$ cat src/rtl/ram_arbiter.sv
// Round-robin arbiter sharing one single-port RAM among NUM_REQ masters, one access in flight.
// Optional macro ARB_CPU_PRIORITY_EN: requester 0 wins every arbitration where it is requesting.
module ram_arbiter #(
    parameter int unsigned NUM_REQ     = 3,
    parameter int unsigned ADDR_WIDTH  = 16,
    parameter int unsigned DATA_WIDTH  = 8,
    parameter int unsigned RAM_LATENCY = 1
) (
    input  logic                            clk,
    input  logic                            reset,
    input  logic [NUM_REQ-1:0]              req,
    input  logic [NUM_REQ-1:0]              req_we,
    input  logic [NUM_REQ*ADDR_WIDTH-1:0]   req_addr,
    input  logic [NUM_REQ*DATA_WIDTH-1:0]   req_wr_data,
    output logic [NUM_REQ-1:0]              ack,
    output logic [DATA_WIDTH-1:0]           rd_data,
    output logic [NUM_REQ-1:0]              grant,
    output logic [ADDR_WIDTH-1:0]           ram_addr,
    output logic [DATA_WIDTH-1:0]           ram_wr_data,
    output logic                            ram_wren,
    input  logic [DATA_WIDTH-1:0]           ram_rd_data,
    output logic                            busy
);

    localparam int unsigned IDX_W = (NUM_REQ > 1) ? $clog2(NUM_REQ) : 1;
    localparam int unsigned CNT_W = 2;

    typedef enum logic [1:0] {
        S_IDLE,
        S_ACCESS,
        S_WAIT,
        S_ACK
    } state_t;

    state_t                  state_q;
    logic [IDX_W-1:0]        last_q;
    logic [IDX_W-1:0]        owner_q;
    logic [CNT_W-1:0]        wait_cnt_q;
    logic [NUM_REQ-1:0]      ack_q;
    logic [NUM_REQ-1:0]      grant_q;
    logic [DATA_WIDTH-1:0]   rd_data_q;
    logic [ADDR_WIDTH-1:0]   ram_addr_q;
    logic [DATA_WIDTH-1:0]   ram_wr_data_q;
    logic                    ram_wren_q;
    logic                    busy_q;

    logic [NUM_REQ-1:0]      req_eff_c;
    logic [IDX_W-1:0]        win_idx_c;
    logic                    win_found_c;
    logic [ADDR_WIDTH-1:0]   win_addr_c;
    logic [DATA_WIDTH-1:0]   win_data_c;
    logic                    win_we_c;
    int unsigned             cand;

    // Winner search: first requesting index after last_served, wrapping.
    always_comb begin
        req_eff_c   = req;
        win_idx_c   = '0;
        win_found_c = 1'b0;
        cand        = 0;
`ifdef ARB_CPU_PRIORITY_EN
        // Masking down to bit 0 makes the search land on the CPU wherever it starts.
        if (req[0]) begin
            req_eff_c = NUM_REQ'(1);
        end
`endif
        for (int unsigned k = 1; k <= NUM_REQ; k++) begin
            cand = (32'(last_q) + k) % NUM_REQ;
            if (!win_found_c && req_eff_c[IDX_W'(cand)]) begin
                win_found_c = 1'b1;
                win_idx_c   = IDX_W'(cand);
            end
        end
    end

    // Payload mux for the selected requester.
    always_comb begin
        win_addr_c = '0;
        win_data_c = '0;
        win_we_c   = 1'b0;
        for (int unsigned i = 0; i < NUM_REQ; i++) begin
            if (win_idx_c == IDX_W'(i)) begin
                win_addr_c = req_addr[i*ADDR_WIDTH +: ADDR_WIDTH];
                win_data_c = req_wr_data[i*DATA_WIDTH +: DATA_WIDTH];
                win_we_c   = req_we[i];
            end
        end
    end

    always_ff @(posedge clk or posedge reset) begin
        if (reset) begin
            state_q       <= S_IDLE;
            last_q        <= IDX_W'(NUM_REQ - 1);
            owner_q       <= '0;
            wait_cnt_q    <= '0;
            ack_q         <= '0;
            grant_q       <= '0;
            rd_data_q     <= '0;
            ram_addr_q    <= '0;
            ram_wr_data_q <= '0;
            ram_wren_q    <= 1'b0;
            busy_q        <= 1'b0;
        end else begin
            case (state_q)
                S_IDLE: begin
                    if (win_found_c) begin
                        owner_q       <= win_idx_c;
                        grant_q       <= NUM_REQ'(1) << win_idx_c;
                        ram_addr_q    <= win_addr_c;
                        ram_wr_data_q <= win_data_c;
                        ram_wren_q    <= win_we_c;
                        busy_q        <= 1'b1;
                        state_q       <= S_ACCESS;
                    end
                end
                S_ACCESS: begin
                    ram_wren_q <= 1'b0;
                    if (ram_wren_q) begin
                        ack_q   <= grant_q;
                        state_q <= S_ACK;
                    end else begin
                        wait_cnt_q <= CNT_W'(RAM_LATENCY - 1);
                        state_q    <= S_WAIT;
                    end
                end
                S_WAIT: begin
                    if (wait_cnt_q == '0) begin
                        rd_data_q <= ram_rd_data;
                        ack_q     <= grant_q;
                        state_q   <= S_ACK;
                    end else begin
                        wait_cnt_q <= wait_cnt_q - CNT_W'(1);
                    end
                end
                S_ACK: begin
                    ack_q   <= '0;
                    grant_q <= '0;
                    last_q  <= owner_q;
                    busy_q  <= 1'b0;
                    state_q <= S_IDLE;
                end
                default: state_q <= S_IDLE;
            endcase
        end
    end

    assign ack         = ack_q;
    assign rd_data     = rd_data_q;
    assign grant       = grant_q;
    assign ram_addr    = ram_addr_q;
    assign ram_wr_data = ram_wr_data_q;
    assign ram_wren    = ram_wren_q;
    assign busy        = busy_q;

endmodule
$ cat config.mk
export PLATFORM = sky130hd
export DESIGN_NAME = ram_arbiter
export DESIGN_NICKNAME = d
export VERILOG_FILES = /design/src/rtl/ram_arbiter.sv
export SDC_FILE = /design/constraint.sdc
export NUM_CORES = 1
export LEC_CHECK = 0
export ABC_CLOCK_PERIOD_IN_PS = 4000
export CORE_MARGIN = 2
export CORE_UTILIZATION = 34
export CTS_CLUSTER_DIAMETER = 100
export DETAILED_ROUTE_END_ITERATION = 7
export PLACE_DENSITY = 0.67
export SYNTH_ARGS = -nofsm -noshare
export SYNTH_HDL_FRONTEND = slang
export SYNTH_SLANG_ARGS = --single-unit
$ cat constraint.sdc
create_clock -name clk -period 4 [get_ports clk]
set_input_delay 0.6 -clock clk [delete_from_list [all_inputs] [get_ports clk]]
set_output_delay 0.6 -clock clk [all_outputs]
set_load 0.01 [all_outputs]
Word-level counts from Yosys, hierarchy flattened --
Index checks and enable logic that the tools add are counted. W data, S select, Z words.
Word-level totals: bits in registers 48, input port bits 88, output and inout port bits 40, word-level logic and storage cells 87
Operators by class: add/subtract/negate cells 4, divide/modulo/power cells 3, $lt $le $gt $ge 3, eq/ne operators 10, shift operators 1, mux-type cells 37, reduce and logical (&&, ||, !) cells 18
Operators with widths (number):
- $mod A32 B2 Y32 const B | 3
- $mux W16 | 3
- $mux W8 | 3
- $mux W2 | 7
- $mux W1 | 12
- $ne A2 B2 Y1 const B | 5
- $reduce_and A2 Y1 | 5
- $lt A2 B3 Y1 const B | 3
- $mux W3 | 3
- $pmux W3 S3 | 1
- $pmux W2 S4 | 1
- $add A2 B2 Y3 const B | 2
- $bmux W1 S2 | 3
- $eq A2 B2 Y1 const B | 3
- $logic_not A2 Y1 | 3
- $pmux W3 S2 | 1
- $reduce_and A3 Y1 | 2
- $reduce_bool A2 Y1 | 3
- $eq A2 B1 Y1 const B | 2
- $pmux W1 S2 | 2
- $pmux W2 S2 | 1
- $add A2 B1 Y3 const B | 1
- $reduce_bool A3 Y1 | 1
- $shl A1 B2 Y3 const A | 1
- 3 further kinds | 5

Longest topological paths before layout --
Gate-level depths: netlist (run 1).
depth in word-level cells 17, mapped depth 10, gate-level depth less buffers 7

Worst setup path before layout (run 1) --
OpenSTA, ideal clock, no wires.
kind register to register, start reg last_q[1], end reg ram_addr_q[10] (netlist: ram_addr[10]), library setup time 148 ps, data arrival time 2292 ps, data required time 3852 ps, setup slack 1560 ps, stages on the path, launching flop included 11, buffers on the path 3, clock period less this slack 2440 ps, cell sequence dfstp_2 -> inv_1 -> ha_1 -> buf_6 -> a22o_1 -> o21ba_4 -> or3_1 -> buf_6 -> buf_6 -> a221oi_2 -> a211oi_1
Between the ends: cells in the longest elaborated chain, start to end 15, elaborated cells on any way between the ends 29, those cells by class add/sub: 3; div: 3; eq/ne: 2; mux: 15; reduce/logical: 6
Ends and longest elaborated chain:
- from (decl) | RTL line 36 | logic [IDX_W-1:0] last_q;
- from (signal assigned) | RTL line 93 | last_q <= IDX_W'(NUM_REQ - 1);
- from (signal assigned) | RTL line 138 | last_q <= owner_q;
- $add A2 B1 Y3 | RTL line 68 | cand = (32'(last_q) + k) % NUM_REQ;
- $mod A32 B2 Y32 | RTL line 68
- $bmux W1 S2 | RTL line 69 | if (!win_found_c && req_eff_c[IDX_W'(cand)]) begin
- $mux W1 (implied by the code) | RTL line 69
- $mux W1 | RTL line 69
- $logic_not A1 Y1 | RTL line 69
- $logic_and A1 B1 Y1 | RTL line 69
- $mux W1 | RTL line 69
- $logic_not A1 Y1 | RTL line 69
- $logic_and A1 B1 Y1 | RTL line 69
- $mux W2 | RTL line 69
- $logic_not A2 Y1 | RTL line 82 | if (win_idx_c == IDX_W'(i)) begin
- $mux W16 (3 in a row) | RTL line 82
- to (signal assigned) | RTL line 109 | ram_addr_q <= win_addr_c;
- to (decl) | RTL line 42 | logic [ADDR_WIDTH-1:0] ram_addr_q;
Several ways; a longest one is shown, not always the timed one. The select of a mux whose other input is x is not followed. A chain may end at the register's enable or synchronous reset.

Worst setup path after layout (run 1) --
start reg last_q[1], end reg ram_addr_q[7] (netlist: ram_addr[7])
Same word-level chain as after synthesis.

==> reports/metrics.csv, run 1 <==
metric,value,unit
status,"complete, no violations",
die_w,97.6,microns
required,4.19,ns
cts_buffers,5,
grt_pass1_wl,13900,microns
cts_resized,0,
ys_warn_count,0,
cpMaxStageDelayCell,or3_1,
first_iter_violations,171,
cts_tree,yes,
cpPeakStageDelay,0.84,ns
areaGrowthSynthToFinish,48.8,%
postCtsSetupBuffers,0,
ys_async_sr_fraction,100,%
clk_latency,0.30,ns
min_path_type,flop to flop,
worst_pin_slew,1.04,ns
critPathKind,flop to flop,
critPathTopFamily,compound AO/OA/AOI/OAI gates,
finalClockSkew,0.00397,ns
final_nets,521,
drive_gt1_share,9.15,%
powerDensity,691,nW/um^2
dp_hpwl,6270,microns
critPathLaunchType,flop,
slew_headroom,30.8,%
crit_chain,"inv_1, ha_1, nand2b_1, a21boi_1, or3_1, a21boi_0, o32a_1",
start_util,34.6,%
synth_enable_flop_cells,0,
fmax,327,MHz
report.final.slew_viol_count,0,
ctsHtreeMaxLevel,2,
grtUsageTotal,17.9,%
drc,0,
vias,2785,
cp_num_buf_inv,1,
io_pins,128,
dpl_cell_area,4330,sq um
cts_root_buf,clkbuf_8,
die_area,9520,sq um
num_rows,34,
finalSetupTns,0,ns
wl_per_cell,16.4,microns
cts.hold.buffers_added,0,
endpoint_kind,flop,
setup_violations,0,
syn_area,2980,sq um
dp_slack,0.645,ns
power.leakage,1.72,nW
clock_path_buffers,2,
overflow,0,
die_h,97.6,microns
layout_worst_path_cycle_share,76.4,%
synth_area_leaders,"dfrtp_1 (40%), mux2i_1 (8.7%), nand2b_1 (5.7%)",
ys.flop_type,dfrtp_1,
place.gp.congestion,0.783,
fin_cells,534,
grt_max_degree,49,
synth_top_cell_by_area,dfrtp_1,
dp_cells,526,
ys_seq_area_share,40.4,%
synth_seq_cells,48,
cp_data_arrival_time,3.25,ns
fin_ws,0.945,ns
clkSinkCount,48,
syn_inst,305,
grt_pass1_vias,2761,
vias_per_cell,5.22,
wl,8760,microns
cp_max_fo,27,
antenna_cells,0,
drt.antenna.violating_nets,0,
path_clk_slew,0.09,ns
synth_nets,401,
antenna_found_initial,0,
hold_viol,0,
ys_types,44,
drt_first_pass_iters,4,
port_buffers,127,
syn_area_per_cell,9.76,sq um
peakVddDrop,0.275,mV
synth_top_area_share,39.5,%
rsz0062_at_grt,no,
cap_violations,0,
coreArea,8590,sq um
period_minus_slack,3.05,ns
postLayoutCellArea,4430,sq um
layer usage:
metal | vias up | GRT usage [%] | wire (microns)
li1 | 1353 | - | -
met1 | 1336 | 24.1 | 4000
met2 | 88 | 29.9 | 4170
met3 | 8 | 4.46 | 524
met4 | 0 | 2.88 | 62
met5 | - | 0 | 0
placed cells by master, fill, tap and decap left out, drive strengths merged, types with 2 or more instances in the layout:
cell and count:
ha 8, mux2i 26, a211oi 11, a21o 3
nand3 15, nor2b 6, dfrtp 47, nor2 18
nand3b 4, a31oi 16, a221oi 9, o21ai 24
inv 11, a22o 4, nand2 14, nand2b 27
nor3 3, mux2 10, a21boi 3, clkdlybuf4s50 127
o31ai 3, clkbuf 7, a21oi 4, o31a 2
buf 8
sequential cells by signal, summed over array words and instances, names as in the netlist:
| name | flops |
|---|---|
| owner_q | 2 |
| ack | 3 |
| ram_addr | 16 |
| state_q | 2 |
| busy | 1 |
| wait_cnt_q | 2 |
| ram_wren | 1 |
| grant | 3 |
| rd_data | 8 |
| last_q | 2 |
| ram_wr_data | 8 |
path summary, 6_finish.rpt:
path / start / endpoint / slack, ns / depth (start not counted)
worst min-delay path: owner_q[0]$_DFFE_PP0P_ / owner_q[0]$_DFFE_PP0P_ / 0.50 / 2
max in group asynchronous: reset / ram_wr_data[0]$_DFFE_PP0P_ / 2.50 / 2
min in group asynchronous: reset / rd_data[4]$_DFFE_PP0P_ / 0.86 / 2
worst max register to register: last_q[1]$_DFFE_PP1P_ / ram_addr[7]$_DFFE_PP0P_ / 0.95 / 7
worst min register to register: owner_q[0]$_DFFE_PP0P_ / owner_q[0]$_DFFE_PP0P_ / 0.50 / 2
worst max-delay path: last_q[1]$_DFFE_PP1P_ / ram_addr[7]$_DFFE_PP0P_ / 0.95 / 7
stage by stage:
step           util [%]  hold slack [ns]  total power (W)
2_1_floorplan         -            0.450          0.00201
3_3_place_gp       50.4            0.468          0.00273
3_5_place_dp       50.4            0.477          0.00277
4_1_cts            51.5            0.497          0.00309
5_1_grt            51.5            0.533          0.00329
6_report           51.5            0.496          0.00306
worst reg2reg max path: cells and delay by family, from the launching register on:
kind	cells	cell delay, ns
and+or+nand+nor	2	1.02
adders and majority gates	1	0.28
buffers and inverters	1	0.06
DFF	1	0.54
AOI/OAI and AO/OA	3	1.06
layout make-up:
class	count	area [sq um]
multi-input cells	224	1620
flip-flops and latches	48	1200
clock buffers	7	86.3
clock inverters	1	7.51
well taps	108	135
repair buffers	135	1330
fillers	801	4170
inverters	11	41.3
Yosys cell counts (2+ instances only):
library cell and instances:
dfrtp_1 47, nand2b_1 27, mux2i_1 26, o21ai_0 24, nor2_1 18, a31oi_1 16, nand3_1 15, nand2_1 14
clkbuf_1 13, a211oi_1 11, inv_1 11, mux2_2 10, ha_1 8, nor2b_1 6, a221oi_1 5, a21oi_1 4
a221oi_2 4, a22o_1 4, nand3b_1 4, a21o_1 3, buf_2 3, buf_4 3, buf_6 3, o31ai_1 3
a21boi_0 2, nor3_2 2, o31a_1 2
where the power goes:
part | leakage (nW) | switching, W | internal (W)
combinational | 1.11 | 0.000963 | 0.000936
clock | 0.0445 | 0.000168 | 0.000141
sequential | 0.569 | 0.000131 | 0.000719
kinds of logic after synthesis:
group                      Yosys count  share of synthesized area, %
buffers and inverters               33                          5.42
adders and majority gates            8                          3.36
and+or+nand+nor                     90                          16.3
AOI/OAI and AO/OA                   90                          22.0
muxes                               36                          12.5
DFF                                 48                          40.4
Power figures use the tool's default switching activity.
==> run 2: changes to the inputs <==
--- a/config.mk
+++ b/config.mk
@@ -5,7 +5,7 @@
 export SDC_FILE = /design/constraint.sdc
 export NUM_CORES = 1
 export LEC_CHECK = 0
-export ABC_CLOCK_PERIOD_IN_PS = 4000
+export ABC_CLOCK_PERIOD_IN_PS = 3140
 export CORE_MARGIN = 2
 export CORE_UTILIZATION = 34
 export CTS_CLUSTER_DIAMETER = 100
==> constraint.sdc (replaced) <==
create_clock -name clk -period 3.14 [get_ports clk]
set_input_delay 0.471 -clock clk [delete_from_list [all_inputs] [get_ports clk]]
set_output_delay 0.471 -clock clk [all_outputs]
set_load 0.01 [all_outputs]
==> run 2 against run 1 <==
Compared with the run above:
- sequential power rose by 28%
- fmax rose by 14%
- largest power group unchanged
- final cell count rose by 1.7%
- critical path type unchanged
- largest cell class unchanged
- wire length rose by 1.2%
- clock skew rose by 0.0012 ns
==> reports/metrics.csv, run 2 (same netlist as run 1, synthesis figures left out) <==
metric,value,unit,change
status,"complete, no violations",,
final_cell_mix,"clkdlybuf4s50_1 (127), dfrtp_1 (47), nand2b_1 (27), mux2i_1 (26), o21ai_0 (24)",,
largest_register_ffs,16,,unchanged
rsz0062_at_grt,no,,
postCtsSetupBuffers,0,,unchanged
crit_chain,"inv_1, ha_1, a22o_1, o21ba_4, or3_1, buf_4, a221oi_2, a211oi_1",,
critPathKind,flop to flop,,
antenna_found_initial,0,,unchanged
seqPwrFrac,27.5,%,-0.3 points
place.gp.congestion,0.781,,-0.24%
first_iter_violations,136,,-20%
fin_cells,543,,+1.7%
wl_per_cell,16.3,microns,-0.43%
final_common_cell,clkdlybuf4s50_1,,
fmax,373,MHz,+14%
cpMaxStageDelayCell,dfstp_2,,
critPathLaunchType,flop,,
dp_cells,536,,+1.9%
clkSinkCount,48,,unchanged
combPwrFrac,62.7,%,+0.6 points
switching_share,40.8,%,-0.50 points
start_util,34.6,%,unchanged
die_w,97.6,microns,unchanged
layout_worst_path_cycle_share,85.4,%,+9.0 points
dpl_cell_area,4410,sq um,+1.7%
drc,0,,unchanged
io_pins,128,,unchanged
cp_max_fo,9,,-67%
path_clk_slew,0.09,ns,about the same
postLayoutCellArea,4500,sq um,+1.6%
peakVddDrop,0.401,mV,+46%
cap_violations,0,,unchanged
postLayoutCoreUtil,52.4,%,+0.84 points
cts_tree,yes,,
die_area,9520,sq um,unchanged
areaGrowthSynthToFinish,51.2,%,
reg2reg_from,last_q[1]$_DFFE_PP1P_,,
grtUsageTotal,18.5,%,+0.58 points
cpPeakStageDelay,0.54,ns,-0.30 ns
vias,2883,,+3.5%
num_rows,34,,unchanged
finalSetupTns,0,ns,unchanged
report.final.slew_viol_count,0,,unchanged
grt_max_degree,33,,-33%
grt_pass1_vias,2881,,+4.3%
coreArea,8590,sq um,unchanged
finalClockSkew,0.00518,ns,+0.00121 ns
vias_per_cell,5.31,,+1.8%
cp_data_arrival_time,2.83,ns,-0.42 ns
power.internal,0.00234,W,+30%
min_path_type,input port to async pin,,
grt_pass1_wl,14400,microns,+3.6%
power.leakage,1.77,nW,+2.9%
required,3.29,ns,-0.90 ns
total_power,0.00395,W,+29%
drive_gt1_share,11.3,%,+2.1 points
antenna_cells,0,,unchanged
critPathLaunch,last_q[1]$_DFFE_PP1P_,,
overflow,0,,unchanged
final_nets,531,,+1.9%
ctsHtreeMaxLevel,2,,unchanged
die_h,97.6,microns,unchanged
cts_buffers,5,,unchanged
endpoint_kind,flop,,
cts.hold.buffers_added,0,,unchanged
period_minus_slack,2.68,ns,-0.373 ns
slew_headroom,55.3,%,+24 points
dp_hpwl,6620,microns,+5.6%
drt_first_pass_iters,5,,+1
hold_viol,0,,unchanged
p_sw,0.00161,W,+27%
worst_pin_slew,0.667,ns,-0.369 ns
p_clk_share,9.7,%,-0.4 points
port_buffers,127,,unchanged
drt.antenna.violating_nets,0,,unchanged
clock_path_buffers,2,,unchanged
powerDensity,877,nW/um^2,+27%
cts_resized,0,,unchanged
cts_root_buf,clkbuf_8,,
setup_violations,0,,unchanged
clk_latency,0.30,ns,about the same
wl,8870,microns,+1.2%
## run 2: critical path, delay by kind of cell, from the launching register on
| kind | cells | cell delay [ns] |
|---|---|---|
| AOI/OAI and AO/OA | 4 | 0.89 |
| adders and majority gates | 1 | 0.27 |
| buffers and inverters | 2 | 0.30 |
| and+or+nand+nor | 1 | 0.53 |
| DFF | 1 | 0.54 |
## run 2: power by group through the flow
stage          clock network, W  registers (W)  logic (W)
2_1_floorplan                 0        0.00119    0.00136
3_3_place_gp                  0        0.00109    0.00244
3_5_place_dp                  0        0.00110    0.00248
4_1_cts                0.000395        0.00109    0.00250
5_1_grt                0.000427        0.00113    0.00270
6_report               0.000385        0.00109    0.00247
## run 2: worst paths after layout
check | cells past startpoint | slack [ns] | to
min in group clk | 2 | 0.49 | last_q[0]$_DFFE_PP0P_
max reg2reg | 8 | 0.46 | ram_addr[9]$_DFFE_PP0P_
min | 2 | 0.45 | rd_data[7]$_DFFE_PP0P_
min reg2reg | 2 | 0.49 | last_q[0]$_DFFE_PP0P_
max in group asynchronous | 3 | 1.90 | last_q[1]$_DFFE_PP1P_
max | 8 | 0.46 | ram_addr[9]$_DFFE_PP0P_
## run 2: cell type report
cell class	count	area [sq um]
clock buffer	6	82.6
clock inverter	1	8.76
fill	788	4090
inverter	11	41.3
multi-input combinational	224	1620
sequential	48	1200
tap	108	135
timing repair buffer	145	1410
## run 2: layer usage
metal / track usage [%] / part of all wire, % / up-vias
met1: 23.6 / 44 / 1398
met5: 0 / 0 / -
met2: 31.9 / 49 / 108
li1: - / - / 1371
met4: 3.85 / 0.88 / 0
met3: 4.60 / 6.2 / 6
## run 2: stage by stage
stage / hold WS (ns) / setup slack (ns)
after floorplan: 0.450 / 0.700
after global placement: 0.468 / 0.396
after detailed placement: 0.480 / 0.358
after CTS: 0.463 / 0.469
after global routing: 0.481 / 0.287
final: 0.450 / 0.459
